==> config.mk <==
export PLATFORM = sky130hd
export DESIGN_NAME = sa_2d_stream_top
export DESIGN_NICKNAME = d
export VERILOG_FILES = /design/src/rtl/sa_pkg.sv /design/src/rtl/sa_pe.sv /design/src/rtl/sa_2d_stream_top.sv
export SDC_FILE = /design/constraint.sdc
export NUM_CORES = 2
export LEC_CHECK = 0
export ABC_AREA = 1
export CAP_MARGIN = 25
export CORE_UTILIZATION = 60
export DETAILED_ROUTE_END_ITERATION = 6
export PLACE_DENSITY = 0.87
export REMOVE_ABC_BUFFERS = 1
export SYNTH_ARGS = -nofsm -noshare
export SYNTH_HDL_FRONTEND = slang
export SYNTH_SLANG_ARGS = --single-unit
==> constraint.sdc <==
create_clock -name CLK -period 10.55 [get_ports CLK]
set_clock_uncertainty 0.1 [all_clocks]
set_input_delay 1.055 -clock CLK [delete_from_list [all_inputs] [get_ports CLK]]
set_output_delay 1.055 -clock CLK [all_outputs]
set_load 0.1 [all_outputs]
==> src/rtl/sa_pkg.sv <==
// Shared types and sizing helpers for the 2D systolic MAC array.
package sa_pkg;

    typedef enum logic [1:0] {IDLE, LOAD, DRAIN, DONE} sa_state_t;

    function automatic int acc_width(input int width, input int kmax);
        return 2 * width + $clog2(kmax);
    endfunction

    function automatic int drain_cycles(input int hpe, input int vpe);
        return hpe + vpe - 1;
    endfunction

endpackage

==> src/rtl/sa_pe.sv <==
// One MAC processing element: forwards A right and B down, accumulates a*b.
// SA_SIGNED_EN selects two's-complement operands; otherwise operands are unsigned.
module sa_pe #(
    parameter int WIDTH = 8,
    parameter int ACC_W = 20
) (
    input  logic             CLK,
    input  logic             RST,
    input  logic             clr,
    input  logic [WIDTH-1:0] a_in,
    input  logic [WIDTH-1:0] b_in,
    output logic [WIDTH-1:0] a_out,
    output logic [WIDTH-1:0] b_out,
    output logic [ACC_W-1:0] acc
);

    logic [2*WIDTH-1:0] a_ext;
    logic [2*WIDTH-1:0] b_ext;
    logic [2*WIDTH-1:0] prod;
    logic [ACC_W-1:0]   prod_ext;

    // The low 2*WIDTH bits of the product of extended operands equal the true product
    always_comb begin
`ifdef SA_SIGNED_EN
        a_ext    = {{WIDTH{a_in[WIDTH-1]}}, a_in};
        b_ext    = {{WIDTH{b_in[WIDTH-1]}}, b_in};
        prod     = a_ext * b_ext;
        prod_ext = {{(ACC_W-2*WIDTH){prod[2*WIDTH-1]}}, prod};
`else
        a_ext    = {{WIDTH{1'b0}}, a_in};
        b_ext    = {{WIDTH{1'b0}}, b_in};
        prod     = a_ext * b_ext;
        prod_ext = {{(ACC_W-2*WIDTH){1'b0}}, prod};
`endif
    end

    always_ff @(posedge CLK) begin
        if (!RST || clr) begin
            a_out <= '0;
            b_out <= '0;
            acc   <= '0;
        end else begin
            a_out <= a_in;
            b_out <= b_in;
            acc   <= acc + prod_ext;
        end
    end

endmodule

==> src/rtl/sa_2d_stream_top.sv <==
// Handshaked stream top for the output-stationary VPE x HPE systolic MAC array.
// SA_SIGNED_EN (in sa_pe) selects signed operand arithmetic.
module sa_2d_stream_top
    import sa_pkg::*;
#(
    parameter int HPE   = 4,
    parameter int VPE   = 4,
    parameter int WIDTH = 8,
    parameter int KMAX  = 16,
    localparam int ACC_W = acc_width(WIDTH, KMAX)
) (
    input  logic                       CLK,
    input  logic                       RST,
    input  logic [WIDTH*VPE-1:0]       A1,
    input  logic [WIDTH*HPE-1:0]       B1,
    input  logic                       in_valid,
    input  logic                       in_last,
    output logic                       in_ready,
    output logic [ACC_W*HPE*VPE-1:0]   YY1,
    output logic                       out_valid,
    input  logic                       out_ready
);

    localparam int DRAIN_N = drain_cycles(HPE, VPE);
    localparam int BCW     = $clog2(KMAX);
    localparam int DCW     = $clog2(DRAIN_N + 1);

    sa_state_t      state_q, state_d;
    logic [BCW-1:0] beat_q, beat_d;
    logic [DCW-1:0] drain_q, drain_d;
    logic           accept, clr, load_y;

    logic [WIDTH-1:0] a_row [VPE];
    logic [WIDTH-1:0] b_col [HPE];
    logic [WIDTH-1:0] a_o   [VPE][HPE];
    logic [WIDTH-1:0] b_o   [VPE][HPE];
    logic [ACC_W-1:0] acc_o [VPE][HPE];

    assign in_ready  = (state_q == IDLE) || (state_q == LOAD);
    assign out_valid = (state_q == DONE);
    assign accept    = in_valid && in_ready;
    assign clr       = (state_q == DONE) && out_ready;
    assign load_y    = (state_q == DRAIN) && (drain_q == DCW'(DRAIN_N));

    always_ff @(posedge CLK) begin
        if (!RST) begin
            state_q <= IDLE;
            beat_q  <= '0;
            drain_q <= '0;
        end else begin
            state_q <= state_d;
            beat_q  <= beat_d;
            drain_q <= drain_d;
        end
    end

    // DRAIN holds one cycle beyond the skew depth so YY1 captures the final accumulation
    always_comb begin
        state_d = state_q;
        beat_d  = beat_q;
        drain_d = drain_q;
        unique case (state_q)
            IDLE: if (in_valid) begin
                drain_d = '0;
                if (in_last) begin
                    beat_d  = '0;
                    state_d = DRAIN;
                end else begin
                    beat_d  = BCW'(1);
                    state_d = LOAD;
                end
            end
            LOAD: if (in_valid) begin
                if (in_last || beat_q == BCW'(KMAX - 1)) begin
                    beat_d  = '0;
                    state_d = DRAIN;
                end else begin
                    beat_d = beat_q + 1'b1;
                end
            end
            DRAIN: if (drain_q == DCW'(DRAIN_N)) begin
                drain_d = '0;
                state_d = DONE;
            end else begin
                drain_d = drain_q + 1'b1;
            end
            DONE: if (out_ready) state_d = IDLE;
            default: state_d = IDLE;
        endcase
    end

    for (genvar r = 0; r < VPE; r++) begin : g_askew
        logic [WIDTH-1:0] sk [r+1];
        always_ff @(posedge CLK) begin
            if (!RST) begin
                for (int unsigned i = 0; i <= r; i++) sk[i] <= '0;
            end else begin
                sk[0] <= accept ? A1[r*WIDTH +: WIDTH] : '0;
                for (int unsigned i = 1; i <= r; i++) sk[i] <= sk[i-1];
            end
        end
        assign a_row[r] = sk[r];
    end

    for (genvar c = 0; c < HPE; c++) begin : g_bskew
        logic [WIDTH-1:0] sk [c+1];
        always_ff @(posedge CLK) begin
            if (!RST) begin
                for (int unsigned i = 0; i <= c; i++) sk[i] <= '0;
            end else begin
                sk[0] <= accept ? B1[c*WIDTH +: WIDTH] : '0;
                for (int unsigned i = 1; i <= c; i++) sk[i] <= sk[i-1];
            end
        end
        assign b_col[c] = sk[c];
    end

    for (genvar r = 0; r < VPE; r++) begin : g_row
        for (genvar c = 0; c < HPE; c++) begin : g_col
            logic [WIDTH-1:0] a_in, b_in;
            if (c == 0) begin : g_a_edge
                assign a_in = a_row[r];
            end else begin : g_a_fwd
                assign a_in = a_o[r][c-1];
            end
            if (r == 0) begin : g_b_edge
                assign b_in = b_col[c];
            end else begin : g_b_fwd
                assign b_in = b_o[r-1][c];
            end
            sa_pe #(
                .WIDTH (WIDTH),
                .ACC_W (ACC_W)
            ) u_pe (
                .CLK   (CLK),
                .RST   (RST),
                .clr   (clr),
                .a_in  (a_in),
                .b_in  (b_in),
                .a_out (a_o[r][c]),
                .b_out (b_o[r][c]),
                .acc   (acc_o[r][c])
            );
        end
    end

    always_ff @(posedge CLK) begin
        if (!RST) begin
            YY1 <= '0;
        end else if (load_y) begin
            for (int unsigned r = 0; r < VPE; r++)
                for (int unsigned c = 0; c < HPE; c++)
                    YY1[(r*HPE+c)*ACC_W +: ACC_W] <= acc_o[r][c];
        end
    end

endmodule

After elaboration in Yosys (flattened, before gate mapping)
Memory sizes are Yosys's and may differ from the RTL's. Cells that the tools add are included.

Register bits: 841. RAM bits: 160. Input bits: 69. Output and inout bits: 322. Logic and storage cells: 176. Memories kept: 8.

$add $sub $neg: 18. Multipliers: 16. Eq/ne operators: 10. Muxes and demuxes: 47. Bitwise operators: 18. Reductions and logical operators: 15.

Memories: g_askew[3].sk (depth 4, width 8, rd ports 4, clocked after Yosys merged registers in 0, write ports 4, line sa_2d_stream_top.sv:93) `logic [WIDTH-1:0] sk [r+1];`; g_bskew[3].sk (depth 4, width 8, rd ports 4, clocked after Yosys merged registers in 0, write ports 4, line sa_2d_stream_top.sv:106) `logic [WIDTH-1:0] sk [c+1];`; g_askew[2].sk (depth 3, width 8, rd ports 3, clocked after Yosys merged registers in 0, write ports 3, line sa_2d_stream_top.sv:93); g_bskew[2].sk (depth 3, width 8, rd ports 3, clocked after Yosys merged registers in 0, write ports 3, line sa_2d_stream_top.sv:106); g_askew[1].sk (depth 2, width 8, rd ports 2, clocked after Yosys merged registers in 0, write ports 2, line sa_2d_stream_top.sv:93); g_bskew[1].sk (depth 2, width 8, rd ports 2, clocked after Yosys merged registers in 0, write ports 2, line sa_2d_stream_top.sv:106); 2 more memories.

Operators with widths (number): 20-bit by 16-bit adder with 20-bit output (16); 8-bit by 8-bit multiplier with 16-bit output (16); 8-bit two-way mux (28); 1-bit OR (18); 8-bit OR reduction (2); 2-bit two-way mux (6); 4-bit two-way mux (3); 2-bit one-hot mux with 4 select lines (1); 4-bit one-hot mux with 2 select lines (1); 3-bit two-way mux (2); 2-bit by 1-bit inequality test with 1-bit output (second input constant) (3); 3-bit one-hot mux with 2 select lines (1); 1-bit two-way mux (5); 5-bit AND reduction (1); 4-bit by 1-bit adder with 4-bit output (second input constant) (1); 2-bit equality test (second input constant) (2); 4-bit equality test (second input constant) (1); 2-bit inequality test (second input constant) (2); 2-bit nonzero test (2); 3-bit by 1-bit adder with 3-bit output (second input constant) (1); 3-bit equality test (second input constant) (1); 1-bit logical AND (3); 1-bit logical OR (3); 3-bit AND reduction (1); 4 further kinds (4).

Depth between registers and ports, before layout
Depth after elaboration: 5. Gate-level depth with buffers: 22. Gate-level depth less buffers: 21.

Modules after synthesis
A second synthesis with hierarchy kept.

Cells, all modules: 11216. Area, all modules: 80350.8 sq um.

By module, submodules not included: sa_pe (g_row[1].g_col[1].u_pe ...) (times used 8, cells each 577, area each 4005.1 sq um, seq. area each 720.7 sq um); sa_pe (g_row[0].g_col[0].u_pe ...) (times used 5, cells each 578, area each 4008.8 sq um, seq. area each 720.7 sq um); sa_2d_stream_top (times used 1, cells each 1974, area each 16178.0 sq um, seq. area each 9789.4 sq um); sa_pe (g_row[3].g_col[1].u_pe ...) (times used 2, cells each 579, area each 4021.4 sq um, seq. area each 720.7 sq um); sa_pe (g_row[3].g_col[3].u_pe) (times used 1, cells each 578, area each 4045.1 sq um, seq. area each 720.7 sq um).

Least setup slack after synthesis
No wires, ideal clock.

Path type: register to register. From: register g_row[1].g_col[1].u_pe.b_out[0]. To: register g_row[2].g_col[1].u_pe.acc[19]. Setup time: 0.115 ns. Arrival time: 3.719 ns. Data required time: 10.335 ns. Setup slack: 6.616 ns. Cell stages (with the launch flop): 18. Buffers on the path: 1. Period minus slack after synthesis: 3.934 ns. Path through: dfxtp_1 clkbuf_1 nand2_1 fa_1 inv_1 fa_1 inv_1 fa_1 fa_1 inv_1 ha_1 or2_2 nand3_1 nand2_1 nand2_1 nand3_1 nand2_1 nor2_1.

Longest elaborated chain between the ends: 2.

Ends and longest elaborated chain: start, declared (line sa_pe.sv:13) `output logic [WIDTH-1:0] b_out,`; start signal, assigned (line sa_pe.sv:44) `b_out <= b_in;`; 8-bit by 8-bit multiplier with 16-bit output (line sa_pe.sv:32) `prod = a_ext * b_ext;`; 20-bit by 16-bit adder with 20-bit output (line sa_pe.sv:45) `acc <= acc + prod_ext;`; end signal, assigned (line sa_pe.sv:45); end, declared (line sa_pe.sv:14) `output logic [ACC_W-1:0] acc`.

Every way passes these cells. A chain may end at the register's enable or synchronous reset.

Worst setup path in the final report
From: register g_row[0].g_col[1].u_pe.b_out[0]. To: register g_row[1].g_col[1].u_pe.acc[15].

Longest elaborated chain between the ends: 2.

Ends and longest elaborated chain (line): start, declared (sa_pe.sv:13); start signal, assigned (sa_pe.sv:44); 8-bit by 8-bit multiplier with 16-bit output (sa_pe.sv:32); 20-bit by 16-bit adder with 20-bit output (sa_pe.sv:45); end signal, assigned (sa_pe.sv:45); end, declared (sa_pe.sv:14).

Every way passes these cells.

==> summary.txt <==
Detailed routing
  – Vias per cell: 5.06
  – Routed WL: around 190 mm
  – Pre-antenna DRT Iters: 6
  – Total number of vias: roughly 64000
  – Wire per inst: approximately 15 um
  – Post-route DRC: 0
  – DRT iter0 DRCs: approximately 4600
  – DRT antenna net count: 0

Timing
  – Fin crit share: between 40% and 50%
  – Hold WS: roughly 0.3 ns
  – Relative slew slack: a little over a quarter
  – RSZ-0062 raised after global routing: no
  – Worst slew pin tran: around 1.1 ns
  – Post-Route Setup TNS: 0 ns
  – Final setup fails: 0
  – Max Fclk: between 0.2 and 0.25 GHz
  – Final Hold Vio Count: 0
  – Slew Limit Fails: 0
  – Final Critical Period: between 4 and 5 ns

Floorplanning
  – Die height: 361 um
  – Die W: approximately 360 um
  – Die area: around 0.13 mm2
  – Cell Rows: 131
  – Core Region: 0.128 mm2
  – Initial core utilization: about three fifths
  – Num ports: about 390

Finish
  – Post-route cell area: 0.0858 mm2
  – Nets: between 10000 and 15000
  – Sequential Area: between 0.02 and 0.025 mm2
  – Ratio of cells with drive above 1 in the final layout: around 2.3%
  – Footprint of the multi-input gates: 0.0434 mm2
  – Fill count: a little over 10000
  – Area growth from synthesis to layout: 10.8%

Logic synthesis
  – Synth top area share: about a quarter
  – Synth Area in XOR/XNOR: 0%
  – Post-Syn Instances: about 11000
  – Ys async rst share: 0%
  – Synth top area cells: dfxtp_1, fa_1, inv_1
  – Adder-cell share of the synthesized area: 31.4%
  – Sequential-to-total area share from yosys stat: 25.9%
  – Main synth FF type: dfxtp_1
  – Biggest area consumer among synthesized cells: dfxtp_1
  – Mux contribution to synthesized area: 0%
  – Main combinational cell family by area after synthesis: adder cells
  – Post-Synth Simple-Gate Area: 18.8%
  – Compound-gate portion of the synthesized area: between 5 and 6%
  – Synthesized cell area: just under 0.08 mm2
  – Syn_area_per_cell: between 7 and 8 um2
  – Post-synth EDFFs: 0
  – #FFs+latches synth: 1001
  – Yosys synthesis warning count: 0
  – Count of cell types in the netlist: 27

Global route
  – Vias in the first global route: 65600
  – Initial antenna violation count: 2
  – Tot GR Track Use: between 20% and 30%
  – First-pass GRT wire length: around 310 mm
  – Largest net degree at the start of global routing: around 250
  – Grt total ovfl: 0

Critical path
  – CP max stage delay: 0.63 ns
  – CP arrival: about 5.0 ns
  – R2R setup slack: around 6 ns
  – Setup crit start kind: flip-flop
  – Top Family by Delay on Critical Path: adder cells
  – CP cell instances: nand2_1 -> fa_1 -> inv_1 -> fa_1 -> inv_1 -> fa_1 -> fa_1 -> inv_1 -> ha_1 -> or2_2 -> nand3_1 -> nand2_1 -> nand2_1 -> nand2_1 -> nand2_1 -> inv_1 -> nor2_1
  – Critical Path Sink Type: flip-flop
  – CP Buf/Inv Count: 4
  – CP Max Fanout: 9
  – WS Path Type: flip-flop to flip-flop
  – Critical path's slowest cell: dfxtp_1
  – Critical path's most frequent cell: nand2_1
  – Worst Path Required: 11.16 ns

Place
  – DPL Wire Length: about 150 mm
  – Placed Area: slightly above 0.08 mm2
  – Input/output buffers: 390
  – GPL Wtd Cong: 0.958

Clocking
  – Setup bufs post-CTS: 0
  – Clock Tree Root: clkbuf_16
  – Clk sinks: ~1000
  – Clk pin slew, worst setup/hold paths: about 0.060 ns
  – CTS Buf Count: roughly 110
  – CTS-repair resized insts: 0
  – Hold Buf Count CTS: 0
  – Clk_lat worst skew: a little under 0.8 ns
  – CTS tree: done
  – H-tree depth: 3
  – CTS Buffer Depth: 3

Power and ir drop
  – Max IR drop VDD: 0.144 mV
  – Pwr dens: between 100 and 150 mW/mm2
  – P_leak: around 50 nW

Run
  – Max cap viols: 0

Worst hold path
  – Worst Hold Class: flip-flop to flip-flop

Run status
  – Status: completed
## final timing paths
path / from / endpoint / cells after the start
worst max-delay path: g_row[0].g_col[1].u_pe.b_out[0] / g_row[1].g_col[1].u_pe.acc[15] / 17
worst min-delay path: g_askew[3].sk[2][4] / g_askew[3].sk[3][4] / 2
worst max register to register: g_row[0].g_col[1].u_pe.b_out[0] / g_row[1].g_col[1].u_pe.acc[15] / 17
worst min register to register: g_askew[3].sk[2][4] / g_askew[3].sk[3][4] / 2
## metal layers
layer	part of all wire [%]	track usage (%)	up-vias
met1	39	35.0	30000
met2	48	51.3	2288
met5	0	0	-
met4	5.7	16.3	0
met3	7.0	4.70	604
li1	-	-	30900
## tightest hold or removal path: cells and delay by family, from the launching register on
family | cells | cell delay, ns
simple gates | 1 | 0.05
flops | 1 | 0.30
buf+inv | 1 | 0.04
## kinds of logic (layout without fill, tap and decap cells)
| kind of cell | count (synthesis) | after routing |
|---|---|---|
| and+or+nand+nor | 3739 | 3739 |
| buffers and inverters | 3663 | 3846 |
| adders and majority gates | 1463 | 1463 |
| DFF | 1001 | 1001 |
| AOI/OAI and AO/OA | 889 | 889 |
| other | 0 | 1 |
## sequential cells by signal, summed over array words and instances, names as in the netlist
register,flops
YY1,320
g_row.g_col.u_pe.acc,320
g_row.g_col.u_pe.a_out,96
g_row.g_col.u_pe.b_out,96
g_askew.sk,80
g_bskew.sk,80
beat_q,4
drain_q,3
state_q,2
## metrics by stage
| step | setup slack [ns] | power (mW) | util [%] | std cells |
|---|---|---|---|---|
| after global placement | 6.25 | 4.51 | 63.9 | 12400 |
| after global routing | 5.95 | 8.95 | 67.1 | 12600 |
| after floorplan | 0.562 | 4.31 | - | 10300 |
| after CTS | 6.18 | 8.73 | 67.1 | 12600 |
| final | 6.16 | 8.68 | 67.1 | 12600 |
| after detailed placement | 6.20 | 4.53 | 64.0 | 12400 |
## cell usage after synthesis (31+ instances only)
cell,instances
buf_2,91
clkbuf_1,320
o21ai_0,411
nor3_1,55
nand2_1,2524
a21oi_1,467
fa_1,800
nand3_1,155
nand3b_1,31
nor2_1,914
dfxtp_1,1001
inv_1,3225
ha_1,663
## placed cells by master, fill, tap and decap left out, drive strengths merged
| cell type | n |
|---|---|
| inv | 3238 |
| nand2 | 2526 |
| dfxtp | 1001 |
| nor2 | 914 |
| fa | 800 |
| ha | 663 |
| a21oi | 469 |
| o21ai | 412 |
| clkdlybuf4s50 | 388 |
| nand3 | 155 |
| clkbuf | 139 |
| nor3 | 55 |
| clkinv | 35 |
| nand3b | 31 |
| or2 | 22 |
| buf | 21 |
| and2 | 19 |
| nor3b | 17 |
| bufinv | 14 |
| clkinvlp | 11 |
| o21a | 6 |
| diode | 1 |
| o211ai | 1 |
| o211a | 1 |
## final cells by class
class                           count  area share (%)
Multi-Input combinational cell   6091            50.6
Sequential cell                  1001            23.4
Inverter                         3228            14.1
Timing Repair Buffer              409            4.85
Clock buffer                      139            3.58
Tap cell                         1662            2.42
Clock inverter                     70            1.08
Antenna cell                        1         0.00292
## power by group
part	switching (mW)	leakage (nW)	internal, mW
Clock	1.77	1.94	2.44
Sequential	0.116	8.08	3.86
Combinational	0.337	39.6	0.150
Note: power is estimated with default switching activity, not from simulation.
